**src/rtl/ddrio_hdx_sched.sv**
```systemverilog
// Half-duplex scheduler for a bidirectional DDR pad pair: arbitrates TX bursts against RX captures,
// sequences oen turnaround and IO-cell bring-up. Define DDRIO_HDX_ERR_CNT_EN to build the underrun counter.
module ddrio_hdx_sched #(
    parameter int unsigned RST_CYCLES  = 16,
    parameter int unsigned TURN_CYCLES = 2,
    parameter int unsigned IN_LAT      = 1
) (
    input  logic        clk_i,
    input  logic        rst_i,
    input  logic        tx_valid_i,
    input  logic [3:0]  tx_data_i,
    input  logic        tx_last_i,
    output logic        tx_ready_o,
    input  logic        rx_req_i,
    input  logic [7:0]  rx_len_i,
    output logic        rx_valid_o,
    output logic [3:0]  rx_data_o,
    output logic        rx_done_o,
    output logic        io_clk_en_o,
    output logic        io_rstn_o,
    output logic        io_setn_o,
    output logic [1:0]  io_oen_o,
    output logic [1:0]  io_odp_o,
    output logic [1:0]  io_odn_o,
    input  logic [1:0]  io_idp_i,
    input  logic [1:0]  io_idn_i,
    output logic        busy_o,
    output logic [15:0] err_cnt_o
);

    typedef enum logic [2:0] {StBringup, StIdle, StTx, StTurn, StRx, StDrain} state_e;

    localparam logic [8:0] RstEnd   = 9'(RST_CYCLES);
    localparam logic [8:0] TurnEnd  = 9'(TURN_CYCLES);
    localparam logic [8:0] DrainEnd = 9'((IN_LAT == 0) ? 0 : IN_LAT - 1);

    state_e     state_q, state_d;
    logic [8:0] cnt_q, cnt_d;
    logic [8:0] len_q, len_d;
    logic       grant_tx_q, grant_tx_d;  // 1 = TX was granted last
    logic       clk_en_q, clk_en_d;
    logic       rstn_q, rstn_d;
    logic [1:0] oen_q, oen_d;
    logic [3:0] od_q, od_d;
    logic       tx_ready_q, tx_ready_d;
    logic       busy_q;
    logic       rx_valid_q, rx_last_q, rx_done_q;
    logic [3:0] rx_data_q;

    logic       s_valid, s_last;
    logic       p_valid, p_last;
    logic [3:0] p_data;
    logic [3:0] pin_data;

    assign pin_data = {io_idp_i[1], io_idn_i[1], io_idp_i[0], io_idn_i[0]};

    always_comb begin
        state_d    = state_q;
        cnt_d      = cnt_q;
        len_d      = len_q;
        grant_tx_d = grant_tx_q;
        clk_en_d   = clk_en_q;
        rstn_d     = rstn_q;
        oen_d      = 2'b11;
        od_d       = 4'h0;
        tx_ready_d = 1'b0;
        s_valid    = 1'b0;
        s_last     = 1'b0;
        unique case (state_q)
            StBringup: begin
                clk_en_d = 1'b1;
                if (cnt_q == RstEnd) begin
                    rstn_d  = 1'b1;
                    cnt_d   = 9'd0;
                    state_d = StIdle;
                end else begin
                    cnt_d = cnt_q + 9'd1;
                end
            end
            StIdle: begin
                if (tx_valid_i && (!rx_req_i || !grant_tx_q)) begin
                    state_d    = StTx;
                    grant_tx_d = 1'b1;
                    tx_ready_d = 1'b1;
                    oen_d      = 2'b00;
                end else if (rx_req_i) begin
                    state_d    = StRx;
                    grant_tx_d = 1'b0;
                    cnt_d      = 9'd0;
                    len_d      = (rx_len_i == 8'd0) ? 9'd256 : {1'b0, rx_len_i};
                end
            end
            StTx: begin
                oen_d      = 2'b00;
                tx_ready_d = 1'b1;
                // Underrun leaves od_d at zero while the pads stay driven.
                if (tx_valid_i && tx_ready_q) begin
                    od_d = tx_data_i;
                    if (tx_last_i) begin
                        tx_ready_d = 1'b0;
                        cnt_d      = 9'd0;
                        state_d    = StTurn;
                    end
                end
            end
            StTurn: begin
                if (cnt_q == TurnEnd) begin
                    state_d = StIdle;
                end else begin
                    cnt_d = cnt_q + 9'd1;
                end
            end
            StRx: begin
                s_valid = 1'b1;
                s_last  = (cnt_q == len_q - 9'd1);
                if (s_last) begin
                    cnt_d   = 9'd0;
                    state_d = (IN_LAT == 0) ? StIdle : StDrain;
                end else begin
                    cnt_d = cnt_q + 9'd1;
                end
            end
            StDrain: begin
                if (cnt_q == DrainEnd) begin
                    state_d = StIdle;
                end else begin
                    cnt_d = cnt_q + 9'd1;
                end
            end
            default: state_d = StBringup;
        endcase
    end

    // Input-cell latency model: captured beats travel IN_LAT stages before the output register.
    generate
        if (IN_LAT == 0) begin : g_nolat
            assign p_valid = s_valid;
            assign p_last  = s_last;
            assign p_data  = pin_data;
        end else begin : g_lat
            logic [IN_LAT-1:0]      pv_q, pl_q;
            logic [IN_LAT-1:0][3:0] pd_q;
            always_ff @(posedge clk_i or posedge rst_i) begin
                if (rst_i) begin
                    pv_q <= '0;
                    pl_q <= '0;
                    pd_q <= '0;
                end else begin
                    pv_q[0] <= s_valid;
                    pl_q[0] <= s_last;
                    pd_q[0] <= pin_data;
                    for (int i = 1; i < IN_LAT; i++) begin
                        pv_q[i] <= pv_q[i-1];
                        pl_q[i] <= pl_q[i-1];
                        pd_q[i] <= pd_q[i-1];
                    end
                end
            end
            assign p_valid = pv_q[IN_LAT-1];
            assign p_last  = pl_q[IN_LAT-1];
            assign p_data  = pd_q[IN_LAT-1];
        end
    endgenerate

    always_ff @(posedge clk_i or posedge rst_i) begin
        if (rst_i) begin
            state_q    <= StBringup;
            cnt_q      <= 9'd0;
            len_q      <= 9'd0;
            grant_tx_q <= 1'b0;
            clk_en_q   <= 1'b0;
            rstn_q     <= 1'b0;
            oen_q      <= 2'b11;
            od_q       <= 4'h0;
            tx_ready_q <= 1'b0;
            busy_q     <= 1'b1;
            rx_valid_q <= 1'b0;
            rx_last_q  <= 1'b0;
            rx_data_q  <= 4'h0;
            rx_done_q  <= 1'b0;
        end else begin
            state_q    <= state_d;
            cnt_q      <= cnt_d;
            len_q      <= len_d;
            grant_tx_q <= grant_tx_d;
            clk_en_q   <= clk_en_d;
            rstn_q     <= rstn_d;
            oen_q      <= oen_d;
            od_q       <= od_d;
            tx_ready_q <= tx_ready_d;
            busy_q     <= (state_d != StIdle);
            rx_valid_q <= p_valid;
            rx_last_q  <= p_valid & p_last;
            rx_data_q  <= p_valid ? p_data : 4'h0;
            rx_done_q  <= rx_valid_q & rx_last_q;
        end
    end

`ifdef DDRIO_HDX_ERR_CNT_EN
    logic [15:0] err_q;
    always_ff @(posedge clk_i or posedge rst_i) begin
        if (rst_i) begin
            err_q <= 16'h0;
        end else if (state_q == StTx && !tx_valid_i && err_q != 16'hFFFF) begin
            err_q <= err_q + 16'd1;
        end
    end
    assign err_cnt_o = err_q;
`else
    assign err_cnt_o = 16'h0;
`endif

    assign tx_ready_o  = tx_ready_q;
    assign rx_valid_o  = rx_valid_q;
    assign rx_data_o   = rx_data_q;
    assign rx_done_o   = rx_done_q;
    assign io_clk_en_o = clk_en_q;
    assign io_rstn_o   = rstn_q;
    assign io_setn_o   = 1'b1;
    assign io_oen_o    = oen_q;
    assign io_odp_o    = {od_q[3], od_q[1]};
    assign io_odn_o    = {od_q[2], od_q[0]};
    assign busy_o      = busy_q;

endmodule

```
**config.mk**
```make
export PLATFORM = sky130hd
export DESIGN_NAME = ddrio_hdx_sched
export DESIGN_NICKNAME = d
export VERILOG_FILES = /design/src/rtl/ddrio_hdx_sched.sv
export SDC_FILE = /design/constraint.sdc
export NUM_CORES = 1
export LEC_CHECK = 0
export BUFFER_PORTS_ARGS = -buffer_cell sky130_fd_sc_hd__buf_2
export CORE_AREA = 2 2 70 72
export DETAILED_ROUTE_END_ITERATION = 10
export DIE_AREA = 0 0 72 74
export PLACE_DENSITY = 0.78
export SLEW_MARGIN = 20
export SYNTH_ARGS = -nofsm -noshare
export SYNTH_HDL_FRONTEND = slang
export SYNTH_SLANG_ARGS = --single-unit
```
**constraint.sdc**
```tcl
create_clock -name clk_i -period 3.6 [get_ports clk_i]
set_input_delay 0.54 -clock clk_i [delete_from_list [all_inputs] [get_ports clk_i]]
set_output_delay 0.54 -clock clk_i [all_outputs]
set_load 0.02 [all_outputs]
```
==> reports/results.tsv <==
metric	value	unit
post_cts_buffers	0	
path_max_fanout	8	
slew_headroom	0.462	
critical_path_arrival	2710	ps
drt-total-wl	4.47	mm
initial_core_util	0.526	
vias	1790	
hp-start	io_idp_i[1]	
syn_area_per_cell	9.79	um2
clkLatencyLatePin	300	ps
switching_share	0.219	
ioPinCount	54	
htreeDepth	2	
status	finished, final reports clean	
die_area	5330	um2
start_kind	flip-flop	
synthToLayoutAreaGrowth	9.98	%
numCtsBuffers	5	
ys_ff_latch	44	
end_kind	flip-flop	
holdPathStages	1	
fp.dieW	72	um
first_pass_iters	4	
cts_buffer_depth	2	
comb_power_share	0.044	
fmax	394	MHz
period_needed	2540	ps
finalMaxSlewViolations	0	
path_clk_slew	90	ps
cts.repair.resized	0	
fin_ws	1060	ps
layout.nets	303	
async_flop_share	1.00	
rrSetupSlack	1060	ps
vdd_drop_max	0.214	mV
worstHoldPathType	in -> reg	
grt_pass1_vias	1661	
clock_sinks	44	
yosysUniqueCellTypes	49	
cts-root-buf	clkbuf_8	
yosys-top-cells-area	dfrtp_1 43%, buf_4 5.9%, mux2_2 3.7%, nand2_1 3.7%, and2_1 2.8%	
r2r_end	cnt_q[3]	
synth-edff-count	0	
power_frac_seq	0.546	
cts_tree	built	
overflow	0	
pre_cts_ws	1160	ps
antenna_found_initial	0	
synth_common_cells	42 x dfrtp_1, 24 x nand2_1, 19 x buf_4	
drcViolationCount	0	
wl_per_cell	13.4	um
nFillCells	397	
cap_violations	0	
seq_area_frac_synth	0.456	
diodes	0	
std_cell_rows	25	
yosysMostFrequentCell	dfrtp_1	
io_buffers	36	
worst_r2r_path_depth	8	
detail-route-antenna-nets	0	
cp.required	3770	ps
power_switching	0.199	mW
p_clk_frac	0.410	
synthCells	247	
dpl.hpwl	3.30	mm
dp.cells	325	
synth_area	2420	um2
setup_violations	0	
synth.top_cell.area_share	0.435	
r2r-start	len_q[0]	
ys_warn_count	0	
viasPerCell	5.38	
finalHoldViolations	0	
dominantRegCellSynth	dfrtp_1	
yosys.area.top_type	dfrtp_1	
core-area	4600	um2
finalSetupTns	0	ps
drive_gt1_frac	0.237	
stdcell_count	333	
path_class	reg -> reg	
place_congestion	0.824	
intPower	0.710	mW
die_y	74	um
worst_pin_slew	807	ps
track_usage	0.185	
fin_crit_sh	0.704	
grt_start_max_net_pins	24	
power.density	342	nW/um2
min_to	g_lat.pd_q[3]	
cts_hold_buffers	0	
drtIter0Drc	128	
grt_pass1_wl	7.62	mm
power.leakage	1.29	nW
clock-skew-final	9.27	ps
rsz0062_at_grt	no	
registers in the layout, indices dropped and copies added, names as in the netlist:
register / flops
busy_o: 1
cnt_q: 9
g_lat.pd_q: 4
g_lat.pl_q: 1
g_lat.pv_q: 1
grant_tx_q: 1
io_clk_en_o: 1
io_oen_o: 1
io_rstn_o: 1
len_q: 9
od_q: 4
rx_data_o: 4
rx_done_o: 1
rx_last_q: 1
rx_valid_o: 1
state_q: 3
tx_ready_o: 1
power by group through the flow:
stage / sequential [mW] / clock, mW / combinational (mW)
2_1_floorplan: 0.506 / 0 / 0.0380
3_3_place_gp: 0.506 / 0 / 0.0401
3_5_place_dp: 0.506 / 0 / 0.0401
4_1_cts: 0.496 / 0.379 / 0.0403
5_1_grt: 0.497 / 0.401 / 0.0453
6_report: 0.497 / 0.373 / 0.0397
critical path: stages, from the launching register on:
cell and delay (ps):
dfrtp_1 490, inv_1 80, ha_1 290, o21bai_1 190
a2111oi_0 520, a311o_1 250, o22ai_2 100, nor4b_4 380
nor3_1 120
worst max-delay path by stage:
stage	start	end	depth (start not counted)
3_3_place_gp	len_q[0]	cnt_q[3]	8
6_report	len_q[0]	cnt_q[3]	8
4_1_cts	len_q[0]	cnt_q[4]	8
5_1_grt	len_q[0]	cnt_q[4]	8
3_5_place_dp	len_q[0]	cnt_q[3]	8
2_1_floorplan	len_q[0]	busy_o	10
per-stage QoR:
step | utilization | power [mW] | instance area, um2 | hold WS [ps]
6_report | 0.579 | 0.909 | 2660 | 344
5_1_grt | 0.579 | 0.943 | 2660 | 330
3_5_place_dp | 0.554 | 0.546 | 2550 | 436
4_1_cts | 0.579 | 0.916 | 2660 | 336
3_3_place_gp | 0.554 | 0.546 | 2550 | 431
2_1_floorplan | - | 0.544 | 2470 | 396
final cells by class:
cell class              instances  area (um2)  area share
multi-input cells             182        1160       0.436
flip-flops and latches         44        1100       0.415
repair buffers                 37         188      0.0706
clock buffers                   5        68.8      0.0259
well taps                      54        67.6      0.0254
clock inverters                 3        42.5      0.0160
inverters                       8        30.0      0.0113
metal layers:
metal,GRT usage,wire (um),up-vias
met1,0.235,1920,852
li1,-,-,878
met2,0.310,2260,54
met3,0.0556,242,6
met4,0.0503,40,0
met5,0,0,-
kinds of logic after synthesis:
group / count (synthesis) / synth area share
AND/OR/NAND/NOR: 97 / 0.223
flip-flops: 44 / 0.456
AO/OA/AOI/OAI: 40 / 0.108
buffers and inverters: 36 / 0.0874
multiplexers: 13 / 0.0579
XOR/XNOR: 11 / 0.0429
adder cells (fa/ha/maj): 4 / 0.0207
other: 2 / 0.00311
cell usage in the layout, fill, tap and decap left out, drive strengths merged, types with 2 or more instances in the layout:
| cell | count |
|---|---|
| a21oi | 9 |
| xnor2 | 7 |
| and3 | 4 |
| nor4 | 4 |
| or2 | 2 |
| nor2 | 16 |
| buf | 37 |
| dfrtp | 42 |
| nor3 | 11 |
| nand2b | 6 |
| nand4 | 3 |
| nor2b | 3 |
| inv | 8 |
| and2 | 11 |
| xor2 | 4 |
| mux2 | 8 |
| a31oi | 8 |
| o21ai | 10 |
| nand2 | 24 |
| clkbuf | 5 |
| conb | 17 |
| or3 | 2 |
| o21bai | 2 |
| nand3 | 6 |
| nor4b | 2 |
| mux2i | 5 |
| o21a | 2 |
| ha | 4 |
| dfstp | 2 |
Note: power is estimated with default switching activity, not from simulation.
